`src/rtl/mux_chip_nto1_rr_if.sv`:
```
// Bundle of the N-to-1 mux producer and consumer handshakes plus mode/select controls.
// The master modport drives the inputs; the mux itself is the slave.
interface mux_chip_nto1_rr_if #(
    parameter int WIDTH    = 16,
    parameter int CHANNELS = 4,
    parameter int SEL_W    = $clog2(CHANNELS)
);
    logic                      mode;
    logic [SEL_W-1:0]          sel;
    logic [CHANNELS*WIDTH-1:0] in_data;
    logic [CHANNELS-1:0]       in_valid;
    logic [CHANNELS-1:0]       in_ready;
    logic [WIDTH-1:0]          out_data;
    logic [SEL_W-1:0]          out_chan;
    logic                      out_valid;
    logic                      out_ready;

    modport master (
        output mode, sel, in_data, in_valid, out_ready,
        input  in_ready, out_data, out_chan, out_valid
    );

    modport slave (
        input  mode, sel, in_data, in_valid, out_ready,
        output in_ready, out_data, out_chan, out_valid
    );
endinterface

```
`src/rtl/mux_chip_nto1_rr.sv`:
```
// N-to-1 W-bit channel mux with a single-entry registered output, fixed-select or
// round-robin grant, and valid/ready handshakes on every port.
module mux_chip_nto1_rr #(
    parameter int WIDTH    = 16,
    parameter int CHANNELS = 4,
    parameter int SEL_W    = $clog2(CHANNELS)
) (
    input logic               clk,
    input logic               rst_n,
    mux_chip_nto1_rr_if.slave io_bus
);
    logic                r_out_valid;
    logic [WIDTH-1:0]    r_out_data;
    logic [SEL_W-1:0]    r_out_chan;
    logic [SEL_W-1:0]    r_ptr;

    logic                w_can_accept;
    logic                w_gnt_vld;
    logic [SEL_W-1:0]    w_gnt;
    logic [WIDTH-1:0]    w_gnt_data;
    logic [CHANNELS-1:0] w_in_ready;
    logic                w_xfer;

    // Channel index ptr+k modulo CHANNELS; k never exceeds CHANNELS so one subtraction suffices.
    function automatic logic [SEL_W-1:0] rr_idx(input logic [SEL_W-1:0] p, input int k);
        int s;
        s = int'(p) + k;
        if (s >= CHANNELS) s = s - CHANNELS;
        return SEL_W'(s);
    endfunction

    assign w_can_accept = !r_out_valid || io_bus.out_ready;

    always_comb begin
        w_gnt_vld = 1'b0;
        w_gnt     = '0;
        if (!io_bus.mode) begin
            // An out-of-range select matches no channel, so it yields no grant.
            for (int i = 0; i < CHANNELS; i++) begin
                if (io_bus.sel == SEL_W'(i) && io_bus.in_valid[i]) begin
                    w_gnt_vld = 1'b1;
                    w_gnt     = SEL_W'(i);
                end
            end
        end else begin
            for (int k = 1; k <= CHANNELS; k++) begin
                if (!w_gnt_vld && io_bus.in_valid[rr_idx(r_ptr, k)]) begin
                    w_gnt_vld = 1'b1;
                    w_gnt     = rr_idx(r_ptr, k);
                end
            end
        end
    end

    always_comb begin
        w_gnt_data = '0;
        w_in_ready = '0;
        for (int i = 0; i < CHANNELS; i++) begin
            if (w_gnt == SEL_W'(i)) begin
                w_gnt_data    = io_bus.in_data[i*WIDTH +: WIDTH];
                w_in_ready[i] = w_gnt_vld && w_can_accept;
            end
        end
    end

    assign w_xfer = w_gnt_vld && w_can_accept;

    always_ff @(posedge clk or negedge rst_n) begin
        if (!rst_n) begin
            r_out_valid <= 1'b0;
            r_out_data  <= '0;
            r_out_chan  <= '0;
            r_ptr       <= SEL_W'(CHANNELS - 1);
        end else if (w_xfer) begin
            r_out_valid <= 1'b1;
            r_out_data  <= w_gnt_data;
            r_out_chan  <= w_gnt;
            if (io_bus.mode) r_ptr <= w_gnt;
        end else if (io_bus.out_ready) begin
            r_out_valid <= 1'b0;
        end
    end

    assign io_bus.in_ready  = w_in_ready;
    assign io_bus.out_data  = r_out_data;
    assign io_bus.out_chan  = r_out_chan;
    assign io_bus.out_valid = r_out_valid;
endmodule

```
`src/flat_wrapper.sv`:
```
// flat-port wrapper written by rule: the top's interface ports become plain ports
module mux_chip_nto1_rr_flat 
#(
    parameter int WIDTH    = 16,
    parameter int CHANNELS = 4,
    parameter int SEL_W    = $clog2(CHANNELS)
)
  (clk, rst_n, io_bus_mode, io_bus_sel, io_bus_in_data, io_bus_in_valid, io_bus_out_ready, io_bus_in_ready, io_bus_out_data, io_bus_out_chan, io_bus_out_valid);
  mux_chip_nto1_rr_if #(.WIDTH(WIDTH), .CHANNELS(CHANNELS), .SEL_W(SEL_W)) io_bus_i ();
  input logic clk;
  input logic rst_n;
  input wire logic [$bits(io_bus_i.mode)-1:0] io_bus_mode;
  input wire logic [$bits(io_bus_i.sel)-1:0] io_bus_sel;
  input wire logic [$bits(io_bus_i.in_data)-1:0] io_bus_in_data;
  input wire logic [$bits(io_bus_i.in_valid)-1:0] io_bus_in_valid;
  input wire logic [$bits(io_bus_i.out_ready)-1:0] io_bus_out_ready;
  output wire logic [$bits(io_bus_i.in_ready)-1:0] io_bus_in_ready;
  output wire logic [$bits(io_bus_i.out_data)-1:0] io_bus_out_data;
  output wire logic [$bits(io_bus_i.out_chan)-1:0] io_bus_out_chan;
  output wire logic [$bits(io_bus_i.out_valid)-1:0] io_bus_out_valid;
  assign io_bus_i.mode = io_bus_mode;
  assign io_bus_i.sel = io_bus_sel;
  assign io_bus_i.in_data = io_bus_in_data;
  assign io_bus_i.in_valid = io_bus_in_valid;
  assign io_bus_i.out_ready = io_bus_out_ready;
  assign io_bus_in_ready = io_bus_i.in_ready;
  assign io_bus_out_data = io_bus_i.out_data;
  assign io_bus_out_chan = io_bus_i.out_chan;
  assign io_bus_out_valid = io_bus_i.out_valid;
  mux_chip_nto1_rr #(.WIDTH(WIDTH), .CHANNELS(CHANNELS), .SEL_W(SEL_W)) u_core (.clk(clk), .rst_n(rst_n), .io_bus(io_bus_i));
endmodule
```
`config.mk`:
```
export PLATFORM = sky130hd
export DESIGN_NAME = mux_chip_nto1_rr_flat
export DESIGN_NICKNAME = d
export VERILOG_FILES = /design/src/rtl/mux_chip_nto1_rr_if.sv /design/src/rtl/mux_chip_nto1_rr.sv /design/src/flat_wrapper.sv
export SDC_FILE = /design/constraint.sdc
export NUM_CORES = 1
export LEC_CHECK = 0
export CAP_MARGIN = 30
export CORE_AREA = 2 2 58 60
export CTS_CLUSTER_DIAMETER = 200
export CTS_CLUSTER_SIZE = 30
export DETAILED_ROUTE_END_ITERATION = 8
export DIE_AREA = 0 0 60 62
export DONT_BUFFER_PORTS = 1
export PLACE_DENSITY = 0.83
export SETUP_SLACK_MARGIN = 0.5
export SLEW_MARGIN = 20
export SYNTH_ARGS = -nofsm -noshare
export SYNTH_HDL_FRONTEND = slang
export SYNTH_SLANG_ARGS = --single-unit
```
`constraint.sdc`:
```
create_clock -name clk -period 2.51 [get_ports clk]
set_clock_uncertainty 0.1 [all_clocks]
set_input_delay 0.251 -clock clk [delete_from_list [all_inputs] [get_ports clk]]
set_output_delay 0.251 -clock clk [all_outputs]
set_load 0.03 [all_outputs]
```
Word-level counts from Yosys, hierarchy flattened
Index checks and enable logic that the tools add are counted.
{"block": "totals", "regBits": 21, "input_bits": 74, "out_inout_bits": 23, "wordCells": 89}
{"block": "classes", "addsub": 8, "order_cmp": 8, "n_eq_ne": 6, "muxes": 46, "n_reduce_logical": 17}
{"operator": "2-to-1 mux 16 bit", "n": 4}
{"operator": "2-to-1 mux 2 bit", "n": 15}
{"operator": "2-to-1 mux 1 bit", "n": 23}
{"operator": "less-than comparator 2 x 3 -> 1 bit (second input constant)", "n": 4}
{"operator": ">= comparator 3 bit (second input constant)", "n": 3}
{"operator": "binary-select mux 1 bit (select 2 bit)", "n": 4}
{"operator": "equality test 2 bit (second input constant)", "n": 4}
{"operator": "logical AND 1 bit", "n": 8}
{"operator": "subtractor 2 x 1 -> 2 bit (second input constant)", "n": 4}
{"operator": "adder 2 x 2 -> 3 bit (second input constant)", "n": 2}
{"operator": "adder 2 x 3 -> 4 bit (second input constant)", "n": 1}
{"operator": "equality test 2 x 1 -> 1 bit (second input constant)", "n": 2}
{"operator": ">= comparator 4 x 3 -> 1 bit (second input constant)", "n": 1}
{"operator": "zero test 1 bit", "n": 4}
{"operator": "zero test 2 bit", "n": 2}
{"operator": "adder 2 x 1 -> 3 bit (second input constant)", "n": 1}
{"operator": "AND reduction 2 bit", "n": 1}
{"operator": "nonzero test 2 bit", "n": 1}
{"operator": "logical OR 1 bit", "n": 1}

Depth between registers and ports, before layout
Gate-level depths: netlist of run 1.
{"block": "logic_depth", "depth_word": 25, "depth_mapped": 9, "ltp_nobuf": 6}

Worst setup path before layout of run 1
OpenSTA, ideal clock, no wires.
{"block": "synth_path", "kind": "reg2out", "start": "reg u_core.r_ptr[0]", "end": "out io_bus_in_ready[0]", "arrival_ns": 2.483, "required_ns": 2.159, "path_slack_ns": -0.324, "stages_incl_launch_ff": 8, "path_buffers": 2, "path_cell_list": "dfstp_2 or2b_1 and3_4 or4_1 buf_4 nand2_8 buf_6 nor3b_1"}
{"block": "synth_between", "elab_chain_cells": 22, "elab_cells_between_ends": 50, "cone_classes": "add/sub (8); order compare (4); mux (30); reduce/logical (8)"}
{"element": "start: declaration", "line": "mux_chip_nto1_rr.sv:15", "source": "logic [SEL_W-1:0] r_ptr;"}
{"element": "start signal: assignment", "line": "mux_chip_nto1_rr.sv:73", "source": "r_ptr <= SEL_W'(CHANNELS - 1);"}
{"element": "start signal: assignment", "line": "mux_chip_nto1_rr.sv:78", "source": "if (io_bus.mode) r_ptr <= w_gnt;"}
{"element": "adder 2 x 1 -> 3 bit", "line": "mux_chip_nto1_rr.sv:27", "source": "s = int'(p) + k;"}
{"element": ">= comparator 3 bit / subtractor 2 x 1 -> 2 bit (equally long branches)", "line": "mux_chip_nto1_rr.sv:28", "source": "if (s >= CHANNELS) s = s - CHANNELS;"}
{"element": "2-to-1 mux 2 bit", "line": "mux_chip_nto1_rr.sv:28"}
{"element": "2-to-1 mux 2 bit", "line": "mux_chip_nto1_rr.sv:37", "source": "if (!io_bus.mode) begin"}
{"element": "binary-select mux 1 bit (select 2 bit)", "line": "mux_chip_nto1_rr.sv:47", "source": "if (!w_gnt_vld && io_bus.in_valid[rr_idx(r_ptr, k)]) begin"}
{"element": "2-to-1 mux 1 bit (implied by the code)", "line": "mux_chip_nto1_rr.sv:47"}
{"element": "2-to-1 mux 1 bit", "line": "mux_chip_nto1_rr.sv:47"}
{"element": "2-to-1 mux 1 bit", "line": "mux_chip_nto1_rr.sv:37"}
{"element": "[... 6 more ...]"}
{"element": "2-to-1 mux 1 bit", "line": "mux_chip_nto1_rr.sv:47"}
{"element": "2-to-1 mux 1 bit", "line": "mux_chip_nto1_rr.sv:37"}
{"element": "zero test 1 bit", "line": "mux_chip_nto1_rr.sv:47"}
{"element": "logical AND 1 bit", "line": "mux_chip_nto1_rr.sv:47"}
{"element": "2-to-1 mux 2 bit / 2-to-1 mux 1 bit (equally long branches)", "line": "mux_chip_nto1_rr.sv:47"}
{"element": "2-to-1 mux 2 bit / 2-to-1 mux 1 bit (equally long branches)", "line": "mux_chip_nto1_rr.sv:37"}
{"element": "zero test 2 bit / logical AND 1 bit (equally long branches)", "line": "mux_chip_nto1_rr.sv:59, mux_chip_nto1_rr.sv:61"}
{"element": "2-to-1 mux 1 bit (*)", "line": "mux_chip_nto1_rr.sv:59", "source": "if (w_gnt == SEL_W'(i)) begin"}
{"element": "end: declaration", "line": "flat_wrapper.sv:17", "source": "output wire logic [$bits(io_bus_i.in_ready)-1:0] io_bus_in_ready;"}
Every way passes the cells marked *; elsewhere a longest branch is shown, timed or not. The select of a mux whose other input is x is not followed.

Final worst setup path of run 1
Ends and elaborated chain as after synthesis.

==> flow_summary_export.csv, run 1 <==
group,metric,value,unit
pwr,total_power,1.64,mW
grt,antenna_found_initial,0,
drt,drt-initial-drc-count,158,
grt,grt_use_met2,0.475,
clock_network,cts.clk_slew.worst_paths,0.13,ns
synth,synth_cells,151,
drt,dr.pass1.iters,4,
grt,grt_use_met3,0.0352,
grt,use_met1,0.270,
floorplanning,dieArea,0.00372,sq mm
grt,grt_pass1_vias,1448,
floorplanning,die-width,60,um
synth,syn-num-nets,225,
placed_design,place_inst,198,
synth,ys_top_cells_by_area,"dfrtp_1 (28%), mux2_2 (6.7%), mux4_2 (6.7%)",
timing,setup_viol,7,
drt,vias,1439,
cells_and_area,fin_area,0.00199,sq mm
grt,grt_max_degree,22,
synth,synthesis.area,0.00168,sq mm
floorplanning,row_count,21,
drt,drt-total-wl,4670,um
clock_network,cts_sinks,21,
synth,async_reset_ff_frac,1.00,
placed_design,place.gp.congestion,0.921,
cells_and_area,fillCellCount,262,
job,cap_violations,0,
timing,fin_ws,-0.0848,ns
floorplanning,initial_utilization,0.530,
timing,rsz0062_at_grt,"yes",
clock_network,clk_latency,0.30,ns
grt,grt_usage,0.244,
clock_network,cts_buffer_depth,2,
synth,synth_flop_cell,"dfrtp_1",
synth,ys_types,45,
critical_path,path_max_fanout,4,
placed_design,hpwl,3300,um
synth,synth_edf_count,0,
timing,finalSetupTns,-0.151,ns
clock_network,tritoncts,"built",
critical_path,slowest_stage,"dfstp_2",
timing,period_share,1.03,
grt,grt-ovfl-total,0,
synth,synth-seq-cells,21,
timing,holdWs,0.0327,ns
floorplanning,num_io_pins,97,
critical_path,worst_path_largest_cell_delay,0.55,ns
timing,min_period,2.59,ns
drt,drcViolationCount,0,
drt,wl_per_cell,21.7,um
timing,drv_slew,0,
drt,final_antenna_net_count,0,
drt,vias_per_cell,6.69,
synth,yosys_warnings,0,
grt,grt_busiest_layer,"met2",
pwr,ir_drop,282,uV
pwr,p_leak,0.820,nW
critical_path,critPathCaptureType,"primary output",
synth,avgSynthCellArea,11.2,sq um
cells_and_area,final_cells,215,
critical_path,crit_type,"reg2out",
critical_path,cp-start-kind,"flop",
outcome,violations,"negative setup slack",
floorplanning,die_height,62,um
placed_design,placed_cell_area,0.00180,sq mm
clock_network,htree_levels,1,
critical_path,worstPathRequired,2.16,ns
synth,yosysTopAreaCellShare,0.282,
timing,max_freq,385,MHz
floorplanning,core,0.00318,sq mm
worst_hold_path,hp-class,"in2reg",
critical_path,critPathArrivalTime,2.24,ns
cells_and_area,n_antenna_cell,0,
pwr,pwr_density_cell,827,mW/mm^2
timing,worst_slew_pin_slew,0.506,ns
cells_and_area,layout-drive-gt1-share,0.456,
cells_and_area,mostFrequentLayoutCell,"dfrtp_1",
grt,grt_pass1_wl,6720,um
timing,hold_violations,0,
synth,synth_top_area_cell,"dfrtp_1",
timing,slew_headroom,0.663,
critical_path,worstPathCellList,"or2b_1 > and3_4 > or4_4 > nand2_8 > nor3b_4",
placed_design,place.port_buffers,0,
cells_and_area,fin_nets,244,
cells_and_area,final_cell_mix,"dfrtp_1 (19), buf_4 (17), a21oi_1 (12)",
clock_network,clock_tree.root_cell,"clkbuf_4",
outcome,status,"finished with violations",
cells_and_area,fin_util,0.625,
clock_network,cts_made_buffers,3,
synth,yosysSeqAreaShare,0.314,
cells_and_area,syn_to_final_growth,18.1,%
placed_design,place_ws,-0.0186,ns
==> synth_stat cells, types with 4 or more instances <==
master,instances
a21oi_1,12
a221o_1,9
buf_6,4
clkbuf_1,4
dfrtp_1,19
mux2_2,10
mux2_4,7
mux4_2,5
nand2_1,4
nor2_1,6
nor2b_1,12
nor4_1,9
o22ai_1,8
==> flip-flops by register name (all words and copies together) (netlist names) <==
signal                   cells
u_core.io_bus.out_chan       2
u_core.io_bus.out_data      16
u_core.io_bus.out_valid      1
u_core.r_ptr                 2
==> report_power, final <==
part,switching [mW],internal [mW]
Sequential,0.299,0.458
Combinational,0.328,0.391
Clock,0.110,0.0594
==> metal layers <==
layer	routed length [um]	share of wire	up-vias
li1	-	-	633
met1	1640	0.35	719
met2	2640	0.56	77
met3	318	0.068	10
met4	74	0.016	0
met5	0	0	-
==> worst max-delay path: cells and delay by family (launching register included) <==
kind | cells | cell delay (ns)
flip-flops | 1 | 0.55
AND/OR/NAND/NOR | 5 | 1.38
==> logic make-up after synthesis <==
| family | Yosys count | synth area share |
|---|---|---|
| buffers and inverters | 13 | 0.0631 |
| AOI/OAI and AO/OA | 40 | 0.182 |
| muxes | 26 | 0.240 |
| DFF | 21 | 0.314 |
| and+or+nand+nor | 51 | 0.201 |
==> cell type report <==
type | instances | area (sq um) | share of cell area
Clock inverter | 1 | 5.00 | 0.00252
Timing Repair Buffer | 24 | 216 | 0.109
Clock buffer | 3 | 22.5 | 0.0113
Tap cell | 46 | 57.6 | 0.0289
Inverter | 1 | 3.75 | 0.00189
Multi-Input combinational cell | 119 | 1150 | 0.581
Sequential cell | 21 | 528 | 0.266
==> path summary, 6_finish.rpt <==
path                                       start                   endpoint  slack [ns]  cells after the start
worst max-delay path             u_core.r_ptr[0]         io_bus_in_ready[0]       -0.08                      5
worst min-delay path            io_bus_out_ready    u_core.io_bus.out_valid        0.03                      2
worst max register to register   u_core.r_ptr[0]  u_core.io_bus.out_data[8]       -0.01                      8
worst min register to register   u_core.r_ptr[0]            u_core.r_ptr[0]        0.57                      3
max in group asynchronous                  rst_n            u_core.r_ptr[0]        1.59                      2
min in group asynchronous                  rst_n  u_core.io_bus.out_chan[1]        0.35                      2
==> timing repair <==
action | 4_1_cts | 5_1_grt
hold buffers | 1 | 1
buffers inserted | 4 | 5
hold endpoints to repair | 21 | 19
setup endpoints to repair | 21 | 22
pin swaps | 3 | 1
gates resized for setup | 9 | 7
gates cloned | 1 | 1
Note: power is estimated with default switching activity, not from simulation.
==> run 2, diff against run 1 <==
--- a/config.mk
+++ b/config.mk
@@ -13,6 +13,7 @@
 export DIE_AREA = 0 0 60 62
 export DONT_BUFFER_PORTS = 1
 export PLACE_DENSITY = 0.83
+export RECOVER_POWER = 100
 export SETUP_SLACK_MARGIN = 0.5
 export SLEW_MARGIN = 20
 export SYNTH_ARGS = -nofsm -noshare
==> flow_summary_export.csv, run 2 (synthesis gave the netlist of run 1 again) <==
group,metric,value,unit
timing,fin_ws,-0.0849,ns
pwr,ir_drop,282,uV
drt,drt-total-wl,4670,um
pwr,p_leak,0.817,nW
floorplanning,row_count,21,
grt,grt_usage,0.244,
critical_path,critPathCaptureType,"primary output",
drt,drcViolationCount,0,
floorplanning,initial_utilization,0.530,
grt,antenna_found_initial,0,
drt,vias_per_cell,6.69,
cells_and_area,fillCellCount,263,
drt,dr.pass1.iters,4,
worst_hold_path,hp-class,"in2reg",
clock_network,htree_levels,1,
floorplanning,num_io_pins,97,
timing,drv_slew,0,
drt,wl_per_cell,21.7,um
clock_network,clock_tree.root_cell,"clkbuf_4",
placed_design,place.gp.congestion,0.921,
timing,setup_viol,7,
critical_path,worstPathRequired,2.16,ns
pwr,p_comb_frac,0.437,
placed_design,place_ws,-0.0186,ns
timing,rsz0062_at_grt,"yes",
grt,grt_max_degree,22,
clock_network,cts_made_buffers,3,
floorplanning,dieArea,0.00372,sq mm
critical_path,path_max_fanout,4,
timing,hold_violations,0,
timing,period_share,1.03,
placed_design,place.port_buffers,0,
cells_and_area,fin_nets,244,
outcome,violations,"negative setup slack",
pwr,internal_power,0.908,mW
drt,vias,1439,
pwr,p_switching,0.736,mW
timing,slew_headroom,0.187,
timing,worst_slew_pin_slew,1.22,ns
cells_and_area,multiInputGateArea,0.00115,sq mm
placed_design,hpwl,3300,um
cells_and_area,mostFrequentLayoutCell,"dfrtp_1",
grt,grt_pass1_vias,1448,
grt,grt_pass1_wl,6720,um
drt,final_antenna_net_count,0,
outcome,status,"finished with violations",
timing,holdWs,0.0327,ns
cells_and_area,layout-drive-gt1-share,0.450,
clock_network,tritoncts,"built",
clock_network,cts.clk_slew.worst_paths,0.13,ns
job,cap_violations,0,
cells_and_area,largest_register_ffs,16,
floorplanning,core,0.00318,sq mm
clock_network,clk_latency,0.30,ns
grt,grt-ovfl-total,0,
floorplanning,die-width,60,um
critical_path,critPathArrivalTime,2.24,ns
clock_network,cts_buffer_depth,2,
pwr,pwr-share-clk,0.103,
clock_network,cts_sinks,21,
pwr,switching_share,0.448,
cells_and_area,final_cell_mix,"dfrtp_1 (19), buf_4 (17), a21oi_1 (12)",
floorplanning,die_height,62,um
timing,max_freq,385,MHz
pwr,pwr_density_cell,828,mW/mm^2
cells_and_area,seqCellArea,528,sq um
timing,min_period,2.59,ns
drt,drt-initial-drc-count,158,
cells_and_area,n_antenna_cell,0,
critical_path,cp-start-kind,"flop",
critical_path,crit_type,"reg2out",
pwr,p_seq_frac,0.460,
cells_and_area,syn_to_final_growth,18.0,%
run 2: cell count changes in the layout (fill, tap and decap cells not counted):
cell      change
clkbuf_1      +1
buf_2         -1
run 2: routing by layer:
layer / wire, um / global-route usage / vias up
met5: 0 / 0 / -
met4: 74 / 0.0794 / 0
met3: 318 / 0.0352 / 10
met2: 2640 / 0.475 / 77
met1: 1640 / 0.270 / 719
li1: - / - / 633
run 2: final timing paths:
| check | from | to | slack (ns) | cells after the start |
|---|---|---|---|---|
| worst max register to register | u_core.r_ptr[0] | u_core.io_bus.out_data[8] | -0.01 | 8 |
| worst min register to register | u_core.r_ptr[0] | u_core.r_ptr[0] | 0.57 | 3 |
| min in group asynchronous | rst_n | u_core.io_bus.out_chan[1] | 0.63 | 2 |
| max in group asynchronous | rst_n | u_core.io_bus.out_valid | 0.96 | 2 |
| worst min-delay path | io_bus_out_ready | u_core.io_bus.out_valid | 0.03 | 2 |
| worst max-delay path | u_core.r_ptr[0] | io_bus_in_ready[0] | -0.08 | 5 |
run 2: stage by stage:
step	total power, mW	std cells	setup TNS, ns	cell area, sq um	util
final	1.64	215	-0.152	1990	0.625
after global routing	1.74	215	-1.44	1990	0.625
after CTS	1.59	208	-0.739	1920	0.604
after detailed placement	1.36	198	-0.0384	1800	0.565
after global placement	1.32	198	0	1800	0.565
after floorplan	1.24	151	-0.0473	1740	-
run 2: power by group through the flow:
stage	registers [mW]	logic (mW)	clock network, mW
floorplan	0.746	0.499	0
global placement	0.758	0.557	0
CTS	0.762	0.652	0.177
global route	0.773	0.766	0.198
detailed placement	0.770	0.589	0
finish	0.757	0.719	0.169
run 2: layout make-up:
cell class	instances	share of cell area
Multi-Input combinational cell	119	0.581
Sequential cell	21	0.266
Timing Repair Buffer	24	0.108
Tap cell	46	0.0290
Clock buffer	3	0.0113
Clock inverter	1	0.00252
Inverter	1	0.00189
run 2: worst max-delay path, stage by stage (launching register included):
cell,delay [ns]
dfstp_2,0.55
or2b_1,0.26
and3_4,0.16
or4_4,0.47
nand2_8,0.12
nor3b_4,0.37
run 2: repair_timing:
item                                   in CTS  in global routing
buffers inserted                            4                  5
resized for setup                           9                  7
endpoints found under the hold margin      21                 19
hold buffers                                1                  1
gates cloned                                1                  1
pin swaps                                   3                  1
setup endpoints to repair                  21                 22
==> run 3, diff against run 2 <==
--- a/config.mk
+++ b/config.mk
@@ -12,6 +12,7 @@
 export DETAILED_ROUTE_END_ITERATION = 8
 export DIE_AREA = 0 0 60 62
 export DONT_BUFFER_PORTS = 1
+export MAX_ROUTING_LAYER = met4
 export PLACE_DENSITY = 0.83
 export RECOVER_POWER = 100
 export SETUP_SLACK_MARGIN = 0.5
==> flow_summary_export.csv, run 3 (synthesis gave the netlist of run 1 again) <==
group,metric,value,unit
grt,grt-ovfl-total,0,
placed_design,hpwl,3300,um
cells_and_area,fillCellCount,263,
drt,drt-initial-drc-count,155,
placed_design,place.port_buffers,0,
cells_and_area,syn_to_final_growth,18.0,%
critical_path,critPathCaptureType,"primary output",
drt,dr.pass1.iters,4,
placed_design,placed_cell_area,0.00180,sq mm
cells_and_area,layout-drive-gt1-share,0.450,
cells_and_area,n_antenna_cell,0,
placed_design,place_inst,198,
floorplanning,num_io_pins,97,
floorplanning,row_count,21,
grt,grt_pass1_vias,1436,
timing,slew_headroom,0.187,
clock_network,cts_made_buffers,3,
clock_network,cts_sinks,21,
clock_network,clock_tree.root_cell,"clkbuf_4",
drt,vias_per_cell,6.68,
critical_path,crit_type,"reg2out",
drt,wl_per_cell,22.0,um
timing,max_freq,386,MHz
timing,rsz0062_at_grt,"yes",
floorplanning,dieArea,0.00372,sq mm
cells_and_area,fin_nets,244,
floorplanning,die-width,60,um
grt,antenna_found_initial,0,
critical_path,critPathArrivalTime,2.24,ns
placed_design,place.gp.congestion,0.938,
cells_and_area,mostFrequentLayoutCell,"dfrtp_1",
outcome,status,"finished with violations",
pwr,ir_drop,286,uV
cells_and_area,fin_util,0.625,
timing,finalSetupTns,-0.148,ns
grt,grt_usage,0.253,
critical_path,worstPathRequired,2.16,ns
cells_and_area,final_cell_mix,"dfrtp_1 (19), buf_4 (17), a21oi_1 (12)",
worst_hold_path,hp-class,"in2reg",
pwr,p_leak,0.817,nW
drt,drcViolationCount,0,
clock_network,clk_latency,0.30,ns
grt,grt_max_degree,22,
drt,drt-total-wl,4730,um
drt,vias,1436,
drt,final_antenna_net_count,0,
critical_path,cp-start-kind,"flop",
floorplanning,core,0.00318,sq mm
timing,period_share,1.03,
outcome,violations,"negative setup slack",
timing,hold_violations,0,
cells_and_area,largest_register_ffs,16,
clock_network,cts.clk_slew.worst_paths,0.13,ns
pwr,pwr_density_cell,829,mW/mm^2
clock_network,cts_buffer_depth,2,
cells_and_area,fin_area,0.00199,sq mm
cells_and_area,final_cells,215,
placed_design,place_ws,-0.0186,ns
timing,drv_slew,0,
grt,grt_pass1_wl,6780,um
floorplanning,initial_utilization,0.530,
timing,worst_slew_pin_slew,1.22,ns
pwr,total_power,1.65,mW
timing,fin_ws,-0.0839,ns
timing,holdWs,0.0343,ns
clock_network,htree_levels,1,
floorplanning,die_height,62,um
job,cap_violations,0,
clock_network,tritoncts,"built",
critical_path,path_max_fanout,4,
timing,setup_viol,8,
timing,min_period,2.59,ns
==> run 3: final timing paths <==
| path | start | slack (ns) | depth (start not counted) | to |
|---|---|---|---|---|
| min in group asynchronous | rst_n | 0.64 | 2 | u_core.io_bus.out_data[3] |
| worst max register to register | u_core.r_ptr[0] | -0.01 | 8 | u_core.io_bus.out_data[6] |
| max in group asynchronous | rst_n | 0.96 | 2 | u_core.io_bus.out_data[13] |
| worst max-delay path | u_core.r_ptr[0] | -0.08 | 5 | io_bus_in_ready[0] |
| worst min-delay path | io_bus_out_ready | 0.03 | 2 | u_core.io_bus.out_valid |
| worst min register to register | u_core.r_ptr[0] | 0.57 | 3 | u_core.r_ptr[0] |
==> run 3: layer usage <==
layer	routed length (um)	global-route usage
met2	2660	0.478
met4	36	0.0730
met1	1690	0.277
met5	0	-
met3	340	0.0311
==> run 3: timing repair <==
item | in CTS | in global routing
setup endpoints to repair | 21 | 22
setup buffers | 4 | 5
hold buffers | 1 | 1
pin swaps | 3 | 1
endpoints found under the hold margin | 21 | 19
gates resized for setup | 9 | 7
gates cloned | 1 | 1
==> run 3: area by class of cell <==
class | instances | area [sq um] | area share
flip-flops and latches | 21 | 528 | 0.266
multi-input cells | 119 | 1150 | 0.581
clock buffers | 3 | 22.5 | 0.0113
inverters | 1 | 3.75 | 0.00189
clock inverters | 1 | 5.00 | 0.00252
repair buffers | 24 | 215 | 0.108
well taps | 46 | 57.6 | 0.0290
==> run 3: where the power goes <==
group / total (mW) / switching, mW / internal (mW) / leakage [nW]
clock network: 0.168 / 0.109 / 0.0594 / 0.0177
logic: 0.720 / 0.330 / 0.390 / 0.549
registers: 0.759 / 0.300 / 0.459 / 0.250
==> run 3: critical path: stages, from the launching register on <==
cell and delay, ns:
dfstp_2 0.55, or2b_1 0.26, and3_4 0.16, or4_4 0.47, nand2_8 0.12, nor3b_4 0.37
